==> config.mk <==
export PLATFORM = sky130hd
export DESIGN_NAME = rotation_monitor_flat
export DESIGN_NICKNAME = d
export VERILOG_FILES = /design/src/rtl/rotation_pkg.sv /design/src/rtl/rotation_monitor_if.sv /design/src/rtl/sat_counter.sv /design/src/rtl/rotation_monitor.sv /design/src/flat_wrapper.sv
export SDC_FILE = /design/constraint.sdc
export NUM_CORES = 1
export LEC_CHECK = 0
export ABC_AREA = 0
export BUFFER_PORTS_ARGS = -buffer_cell sky130_fd_sc_hd__buf_2
export CORE_ASPECT_RATIO = 0.8
export CORE_MARGIN = 2
export CORE_UTILIZATION = 25
export DETAILED_ROUTE_END_ITERATION = 8
export PLACE_DENSITY_LB_ADDON = 0.12
export SLEW_MARGIN = 10
export SYNTH_ARGS = -nofsm -noshare
export SYNTH_HDL_FRONTEND = slang
export SYNTH_SLANG_ARGS = --single-unit
==> constraint.sdc <==
create_clock -name clk -period 4.9 [get_ports clk]
set_input_delay 0.49 -clock clk [delete_from_list [all_inputs] [get_ports clk]]
set_output_delay 0.49 -clock clk [all_outputs]
set_load 0.005 [all_outputs]
==> src/rtl/rotation_pkg.sv <==
// Shared types for the rotator checker: lane triple, monitor states and the
// reference rotation (f,g,h) -> (h,f,g).
package rotation_pkg;

    localparam int unsigned W = 4;

    typedef struct packed {
        logic [W-1:0] f;
        logic [W-1:0] g;
        logic [W-1:0] h;
    } triple_t;

    typedef enum logic [1:0] {
        IDLE,
        ACQ,
        LOCKED
    } mon_state_t;

    function automatic triple_t rotate(input triple_t t);
        triple_t r;
        r.f = t.h;
        r.g = t.f;
        r.h = t.g;
        return r;
    endfunction

endpackage

==> src/rtl/rotation_monitor_if.sv <==
// Sample/control bundle between the rotator side (master) and the monitor (slave).
interface rotation_monitor_if #(
    parameter int unsigned ERR_W = 8
);
    import rotation_pkg::*;

    logic               dut_reset;
    logic               in_valid;
    logic [W-1:0]       in_f;
    logic [W-1:0]       in_g;
    logic [W-1:0]       in_h;
    logic               clr_err;
    logic               locked;
    logic               err_pulse;
    logic [2:0]         err_lanes;
    logic [ERR_W-1:0]   err_count;
    logic               home_hit;

    modport master (
        output dut_reset, in_valid, in_f, in_g, in_h, clr_err,
        input  locked, err_pulse, err_lanes, err_count, home_hit
    );

    modport slave (
        input  dut_reset, in_valid, in_f, in_g, in_h, clr_err,
        output locked, err_pulse, err_lanes, err_count, home_hit
    );

endinterface

==> src/rtl/sat_counter.sv <==
// Saturating up-counter with synchronous clear; a clear coincident with an
// increment leaves the count at 1 so the new event is not lost.
module sat_counter #(
    parameter int unsigned ERR_W = 8
) (
    input  logic             clk,
    input  logic             reset_n,
    input  logic             inc,
    input  logic             clr,
    output logic [ERR_W-1:0] count
);

    always_ff @(posedge clk or negedge reset_n) begin
        if (!reset_n) begin
            count <= '0;
        end else if (clr) begin
            count <= inc ? ERR_W'(1) : '0;
        end else if (inc && (count != '1)) begin
            count <= count + ERR_W'(1);
        end
    end

endmodule

==> src/rtl/rotation_monitor.sv <==
// Checks that the 3-lane rotator advances (f,g,h) -> (h,f,g) each valid sample,
// locks after LOCK_MATCHES good rotations and counts errors seen while locked.
module rotation_monitor
    import rotation_pkg::*;
#(
    parameter int unsigned LOCK_MATCHES = 2,
    parameter int unsigned ERR_W        = 8
) (
    input  logic               clk,
    input  logic               reset_n,
    rotation_monitor_if.slave  bus
);

    localparam int unsigned CNT_W = (LOCK_MATCHES < 2) ? 1 : $clog2(LOCK_MATCHES + 1);

    mon_state_t       state;
    triple_t          prev;
    triple_t          home;
    triple_t          sample_c;
    triple_t          exp_c;
    logic [CNT_W-1:0] match_cnt;
    logic [2:0]       diff_c;
    logic             match_c;
    logic             err_c;
    logic             locked_q;
    logic             err_pulse_q;
    logic             home_hit_q;
    logic [2:0]       err_lanes_q;
    logic [ERR_W-1:0] err_count_q;

    assign sample_c = {bus.in_f, bus.in_g, bus.in_h};
    assign exp_c    = rotate(prev);
    assign diff_c   = {sample_c.f != exp_c.f, sample_c.g != exp_c.g, sample_c.h != exp_c.h};
    assign match_c  = (diff_c == 3'b000);
    assign err_c    = bus.in_valid && !bus.dut_reset && (state == LOCKED) && !match_c;

    // Rotator reset takes priority over any sample; pulses default low every cycle.
    always_ff @(posedge clk or negedge reset_n) begin
        if (!reset_n) begin
            state       <= IDLE;
            prev        <= '0;
            home        <= '0;
            match_cnt   <= '0;
            locked_q    <= 1'b0;
            err_pulse_q <= 1'b0;
            home_hit_q  <= 1'b0;
            err_lanes_q <= 3'b000;
        end else begin
            err_pulse_q <= 1'b0;
            home_hit_q  <= 1'b0;
            if (bus.dut_reset) begin
                state     <= IDLE;
                locked_q  <= 1'b0;
                match_cnt <= '0;
            end else if (bus.in_valid) begin
                prev <= sample_c;
                case (state)
                    IDLE: begin
                        match_cnt <= '0;
                        state     <= ACQ;
                    end
                    ACQ: begin
                        if (!match_c) begin
                            match_cnt <= '0;
                        end else if (match_cnt == CNT_W'(LOCK_MATCHES - 1)) begin
                            match_cnt <= '0;
                            home      <= sample_c;
                            locked_q  <= 1'b1;
                            state     <= LOCKED;
                        end else begin
                            match_cnt <= match_cnt + CNT_W'(1);
                        end
                    end
                    LOCKED: begin
                        if (match_c) begin
                            home_hit_q <= (sample_c == home);
                        end else begin
                            err_pulse_q <= 1'b1;
                            err_lanes_q <= diff_c;
                            locked_q    <= 1'b0;
                            match_cnt   <= '0;
                            state       <= ACQ;
                        end
                    end
                    default: state <= IDLE;
                endcase
            end
        end
    end

    sat_counter #(.ERR_W(ERR_W)) u_err_cnt (
        .clk     (clk),
        .reset_n (reset_n),
        .inc     (err_c),
        .clr     (bus.clr_err),
        .count   (err_count_q)
    );

    assign bus.locked    = locked_q;
    assign bus.err_pulse = err_pulse_q;
    assign bus.home_hit  = home_hit_q;
    assign bus.err_lanes = err_lanes_q;
    assign bus.err_count = err_count_q;

endmodule

==> src/flat_wrapper.sv <==
// flat-port wrapper written by rule: the top's interface ports become plain ports
module rotation_monitor_flat import rotation_pkg::*;
#(
    parameter int unsigned LOCK_MATCHES = 2,
    parameter int unsigned ERR_W        = 8
)
  (clk, reset_n, bus_dut_reset, bus_in_valid, bus_in_f, bus_in_g, bus_in_h, bus_clr_err, bus_locked, bus_err_pulse, bus_err_lanes, bus_err_count, bus_home_hit);
  rotation_monitor_if #(.ERR_W(ERR_W)) bus_i ();
  input  logic clk;
  input  logic reset_n;
  input wire logic [$bits(bus_i.dut_reset)-1:0] bus_dut_reset;
  input wire logic [$bits(bus_i.in_valid)-1:0] bus_in_valid;
  input wire logic [$bits(bus_i.in_f)-1:0] bus_in_f;
  input wire logic [$bits(bus_i.in_g)-1:0] bus_in_g;
  input wire logic [$bits(bus_i.in_h)-1:0] bus_in_h;
  input wire logic [$bits(bus_i.clr_err)-1:0] bus_clr_err;
  output wire logic [$bits(bus_i.locked)-1:0] bus_locked;
  output wire logic [$bits(bus_i.err_pulse)-1:0] bus_err_pulse;
  output wire logic [$bits(bus_i.err_lanes)-1:0] bus_err_lanes;
  output wire logic [$bits(bus_i.err_count)-1:0] bus_err_count;
  output wire logic [$bits(bus_i.home_hit)-1:0] bus_home_hit;
  assign bus_i.dut_reset = bus_dut_reset;
  assign bus_i.in_valid = bus_in_valid;
  assign bus_i.in_f = bus_in_f;
  assign bus_i.in_g = bus_in_g;
  assign bus_i.in_h = bus_in_h;
  assign bus_i.clr_err = bus_clr_err;
  assign bus_locked = bus_i.locked;
  assign bus_err_pulse = bus_i.err_pulse;
  assign bus_err_lanes = bus_i.err_lanes;
  assign bus_err_count = bus_i.err_count;
  assign bus_home_hit = bus_i.home_hit;
  rotation_monitor #(.LOCK_MATCHES(LOCK_MATCHES), .ERR_W(ERR_W)) u_core (.clk(clk), .reset_n(reset_n), .bus(bus_i));
endmodule
# [Word level (Yosys, flattened, before mapping)]
# Index checks and enable logic that the tools add are counted.
[op_classes] addsub=2 n_eq_ne=11 mux=29 bitwise=2 reduce_logical=18
[ops] cell="$mux 2" count=10
[ops] cell="$mux 8" count=2
[ops] cell="$mux 1" count=14
[ops] cell="$eq 12x12->1" count=1
[ops] cell="$ne 4x4->1" count=3
[ops] cell="$pmux 2 s3" count=2
[ops] cell="$reduce_and 5->1" count=2
[ops] cell="$add 8x1->8 const B" count=1
[ops] cell="$ne 8x8->1 const B" count=1
[ops] cell="$reduce_and 4->1" count=2
[ops] cell="$ne 3x2->1 const B" count=2
[ops] cell="$eq 2x1->1 const B" count=2
[ops] cell="$logic_and 1x1->1" count=4
[ops] cell="$reduce_bool 2->1" count=2
[ops] cell="$reduce_bool 4->1" count=1
[ops] cell="$logic_not 3->1" count=1
[ops] cell="$ne 3x3->1 const B" count=1
[ops] cell="$reduce_and 3->1" count=1
[ops] cell="$reduce_bool 3->1" count=1
[ops] cell="$add 2x1->2 const B" count=1
[ops] cell="$eq 2x2->1 const B" count=1
[ops] cell="$logic_not 1->1" count=2
[ops] cell="$logic_not 2->1" count=1
[ops] cell="$not 1->1" count=2
[ops] cell="other kinds (2)" count=2
[totals] register_bits=42 in_bits=17 out_inout_bits=14

# [Longest topological paths before layout]
[logic_depth] depth_word=7 ltp_mapped=7

# [Modules after synthesis]
# From an unflattened synthesis, not the netlist that was laid out.
[hier_totals] hier_cells=190 area_unflattened_um2=2285.9
[modules_own_cells] mod="rotation_monitor" instances=1 cells_each=143 area_each_um2=1813.0 seq_area_each_um2=850.8
[modules_own_cells] mod="sat_counter" instances=1 cells_each=47 area_each_um2=473.0 seq_area_each_um2=200.2

# [Least setup slack after synthesis]
# OpenSTA, ideal clock, no wires.
[synth_path] kind="input to register" start="in bus_in_h[2]" end="reg u_core.home[0] in the netlist's numbering" setup_time_ps=125 arrival_ps=1775 required_ps=4775 setup_slack_ps=3000 cell_stages=6 path_buffers=1 cell_sequence="xnor2_1 > nand4_1 > nor4_2 > nand3_2 > buf_6 > mux2_4"
[synth_via] elab_chain_len=3
[synth_lines] item="from (decl)" line="flat_wrapper.sv:15" text="input wire logic [$bits(bus_i.in_h)-1:0] bus_in_h;"
[synth_lines] item="$ne 4x4->1" line="rotation_monitor.sv:33" text="assign diff_c = {sample_c.f != exp_c.f, sample_c.g != exp_c.g, sample_c.h != exp_c.h};"
[synth_lines] item="$logic_not 3->1" line="rotation_monitor.sv:34" text="assign match_c = (diff_c == 3'b000);"
[synth_lines] item="$reduce_and 5->1 (no line)"
[synth_lines] item="to (signal assigned)" line="rotation_monitor.sv:67" text="home <= sample_c;"
[synth_lines] item="to (decl)" line="rotation_monitor.sv:18" text="triple_t home;"
# Every way passes these cells.
# A chain may end at the register's enable or synchronous reset.

# [Worst setup path in the final report]
[layout_path] start="reg u_core.prev, in the netlist u_core.exp_c[2]" end="reg u_core.home[6] in the netlist's numbering"
[layout_via] elab_chain_len=3
[layout_lines] item="from (decl)" line="rotation_monitor.sv:17" text="triple_t prev;"
[layout_lines] item="from (signal assigned)" line="rotation_monitor.sv:56" text="prev <= sample_c;"
[layout_lines] item="$ne 4x4->1" line="rotation_monitor.sv:33"
[layout_lines] item="$logic_not 3->1" line="rotation_monitor.sv:34"
[layout_lines] item="$reduce_and 5->1 (no line)"
# Every way passes these cells.

==> results.yml <==
pwr:
  power_density_nw_per_um2: 272
  switchingPower_mw: 0.169
  pwr-share-clk_pct: 32.4
  internal-power_mw: 0.495
  combPwrFrac_pct: 11.5
  switching_share_pct: 25.5
  p_leak_nw: 1.10
  p_seq_share_pct: 56.1
  max-vdd-ir-drop_mv: 0.0900
place:
  dp_hpwl_mm: 3.45
  port_buffers: 30
  dpl.cell_count: 311
  routabilityCongestion: 0.746
synthesis:
  syn-num-nets: 198
  yosys_register_bits: 42
  yosys_most_used_dff: "dfrtp_1"
  netlist_instances: 180
  syn-cell-area_sq_um: 2120
  synth_edf_count: 0
  ys_seq_area_share_pct: 49.6
  avgSynthCellArea_sq_um: 11.8
  synthArstFlopShare_pct: 100
  synth_cell_types: 42
  yosysWarnings: 0
cts:
  cts_tree: "built"
  clockBufferDepth: 2
  cts-buffers-inserted: 5
  post_cts_buffers: 0
  cts_resized: 0
  insertion_delay_ns: 0.29
  cts_root_buffer: "clkbuf_8"
  postCtsHoldBufs: 0
  path_clk_slew_ns: 0.08
  ctsHtreeMaxLevel: 2
  cts.sinks: 42
grt:
  grt_pass1_vias: 1453
  met1_usage_pct: 17.0
  grt-ovfl-total: 0
  globalRouteMet3Util_pct: 2.78
  busiest_layer: "met1"
  met2_usage_pct: 15.9
  antenna_found_initial: 0
  grt_max_degree: 43
  grt_use_total_pct: 11.4
  grt_first_pass_wirelength_mm: 8.04
sta:
  tns_ns: 0
  drv_slew: 0
  hold_viol: 0
  min_period_ns: 2.35
  rsz0062_at_grt: "false"
  worst_clock_skew_ns: 0.00777
  final-setup-viol-count: 0
  fin_crit_sh_pct: 48.0
  tightest_slew_ns: 1.13
  fmax_ghz: 0.425
  holdWs_ns: 0.362
  relSlewSlack_pct: 24.4
outcome:
  status: "finished clean"
floorplanning:
  die-area_sq_um: 9220
  die_y_microns: 86.3
  pin_count: 31
  fp.dieW_microns: 107
  coreArea_sq_um: 8090
  start_util_pct: 26.2
  rows: 29
critical_path:
  crit_fanout: 13
  worstSetupStartpointType: "flip-flop"
  cp.required_ns: 5.07
  worstSetupPathType: "flip-flop to flip-flop"
  cp-end-kind: "flip-flop"
  crit_arrival_ns: 2.53
finish:
  antenna_cells: 0
  area_growth_pct: 15.2
  nets: 228
  fill_cells: 833
  instances_no_fill: 318
  drive_gt1_share_pct: 29.5
detailed_routing:
  drtIter0Drc: 44
  antenna_left: 0
  firstDrtPassIters: 4
  drc: 0
  dr_total_vias: 1449
  routed_wl_mm: 4.86
  wl_per_cell_microns: 15.3
  via_per_inst: 4.56
run:
  max_cap_violations: 0
min_path:
  hold_class: "input pin to asynchronous set/reset pin"
## power by group through the flow
| stage | Clock [mW] | Combinational, mW | Sequential, mW |
|---|---|---|---|
| 6_report | 0.215 | 0.0764 | 0.373 |
| 5_1_grt | 0.240 | 0.0851 | 0.375 |
| 4_1_cts | 0.224 | 0.0782 | 0.373 |
| 3_5_place_dp | 0 | 0.0779 | 0.380 |
| 3_3_place_gp | 0 | 0.0794 | 0.380 |
| 2_1_floorplan | 0 | 0.0470 | 0.377 |
## metal layers
metal	share of wire, %	routed length, microns	vias to the layer above
li1	-	-	708
met1	55	2680	712
met2	41	1980	21
met3	2.8	137	8
met4	1.2	59	0
met5	0	0	-
## flip-flops by register name (all words and copies together) (netlist names)
name	flops
u_core.exp_c	12
u_core.home	12
u_core.u_err_cnt.count	8
u_core.bus.err_lanes	3
u_core.match_cnt	2
u_core.state	2
u_core.bus.err_pulse	1
u_core.bus.home_hit	1
u_core.bus.locked	1
## Yosys cell counts, types with 2 or more instances
library cell / n / area [sq um]
clkbuf_1: 2 / 7.51
xor2_1: 8 / 70.1
dfrtp_1: 42 / 1050
nand2_1: 10 / 37.5
o21ai_0: 3 / 15.0
a21oi_1: 5 / 25.0
a22oi_1: 2 / 15.0
nand3_1: 5 / 25.0
xnor2_1: 16 / 140
nor2b_1: 2 / 12.5
nor4_1: 3 / 18.8
o31ai_1: 2 / 15.0
mux2_4: 9 / 135
nor3_1: 5 / 25.0
inv_1: 5 / 18.8
a31oi_1: 3 / 18.8
nand4_1: 4 / 25.0
and4_1: 2 / 17.5
mux2_2: 15 / 169
or3_1: 3 / 18.8
a211oi_1: 2 / 15.0
a22o_1: 4 / 35.0
buf_2: 2 / 10.0
nand2b_1: 2 / 12.5
nor2_1: 7 / 26.3
## worst paths after layout
check / start / end / slack [ns] / depth (start not counted)
max in group asynchronous: reset_n / u_core.bus.err_lanes[1] / 3.91 / 1
min: reset_n / u_core.exp_c[4] / 0.36 / 1
min in group clk: bus_in_valid / u_core.match_cnt[1] / 0.43 / 2
min reg2reg: u_core.match_cnt[1] / u_core.match_cnt[1] / 0.52 / 2
max: u_core.exp_c[2] / u_core.home[6] / 2.55 / 5
max reg2reg: u_core.exp_c[2] / u_core.home[6] / 2.55 / 5
## metrics by stage
step / util, % / instance area [sq um] / power (mW) / setup slack [ns]
CTS: 30.1 / 2440 / 0.675 / 2.52
global placement: 29.2 / 2360 / 0.459 / 2.31
detailed placement: 29.2 / 2360 / 0.458 / 2.31
floorplan: - / 2120 / 0.424 / 3.00
global route: 30.1 / 2440 / 0.700 / 2.32
finish: 30.1 / 2440 / 0.664 / 2.55
## logic make-up after synthesis
family | synth area share, %
AND/OR/NAND/NOR | 13.4
buffers and inverters | 2.78
adder cells (fa/ha/maj) | 0.591
flip-flops | 49.6
multiplexers | 14.8
AO/OA/AOI/OAI | 8.81
XOR/XNOR | 9.93
## critical path, stage by stage (launching register included)
cell	delay (ns)
dfrtp_1	0.40
xnor2_1	0.23
nand4_1	0.34
nor4_2	0.39
nand3_2	0.43
mux2_4	0.44
## cell usage in the layout (no fill, tap or decap), drive strengths merged
cell    synthesis  routed
and3            1       1
clkbuf          2       7
nor2b           2       2
or3             3       3
o311ai          1       1
inv             5       5
a311oi          1       1
o31ai           3       3
o32ai           1       1
o21ai           3       3
xor2            8       8
a31oi           3       3
buf             5      30
xnor2          16      16
nor4            4       4
nor2            7       7
a22oi           2       2
ha              1       1
nand2          10      10
nor4b           1       1
a41oi           1       1
or3b            1       1
a21oi           5       5
nand4           4       4
mux2           24      24
a211oi          2       2
nand2b          2       2
mux2i           1       1
nand3           6       6
and2            1       1
nor3            5       5
dfrtp          42      42
and4            2       2
a22o            4       4
and4bb          1       1
## layout make-up
cell class / instances / area (sq um) / share of cell area (%)
inverter: 5 / 18.8 / 0.770
sequential: 42 / 1050 / 43.1
clock buffer: 7 / 76.3 / 3.13
multi-input combinational: 126 / 1010 / 41.3
tap: 108 / 135 / 5.54
timing repair buffer: 30 / 150 / 6.16
Note: power is estimated with default switching activity, not from simulation.
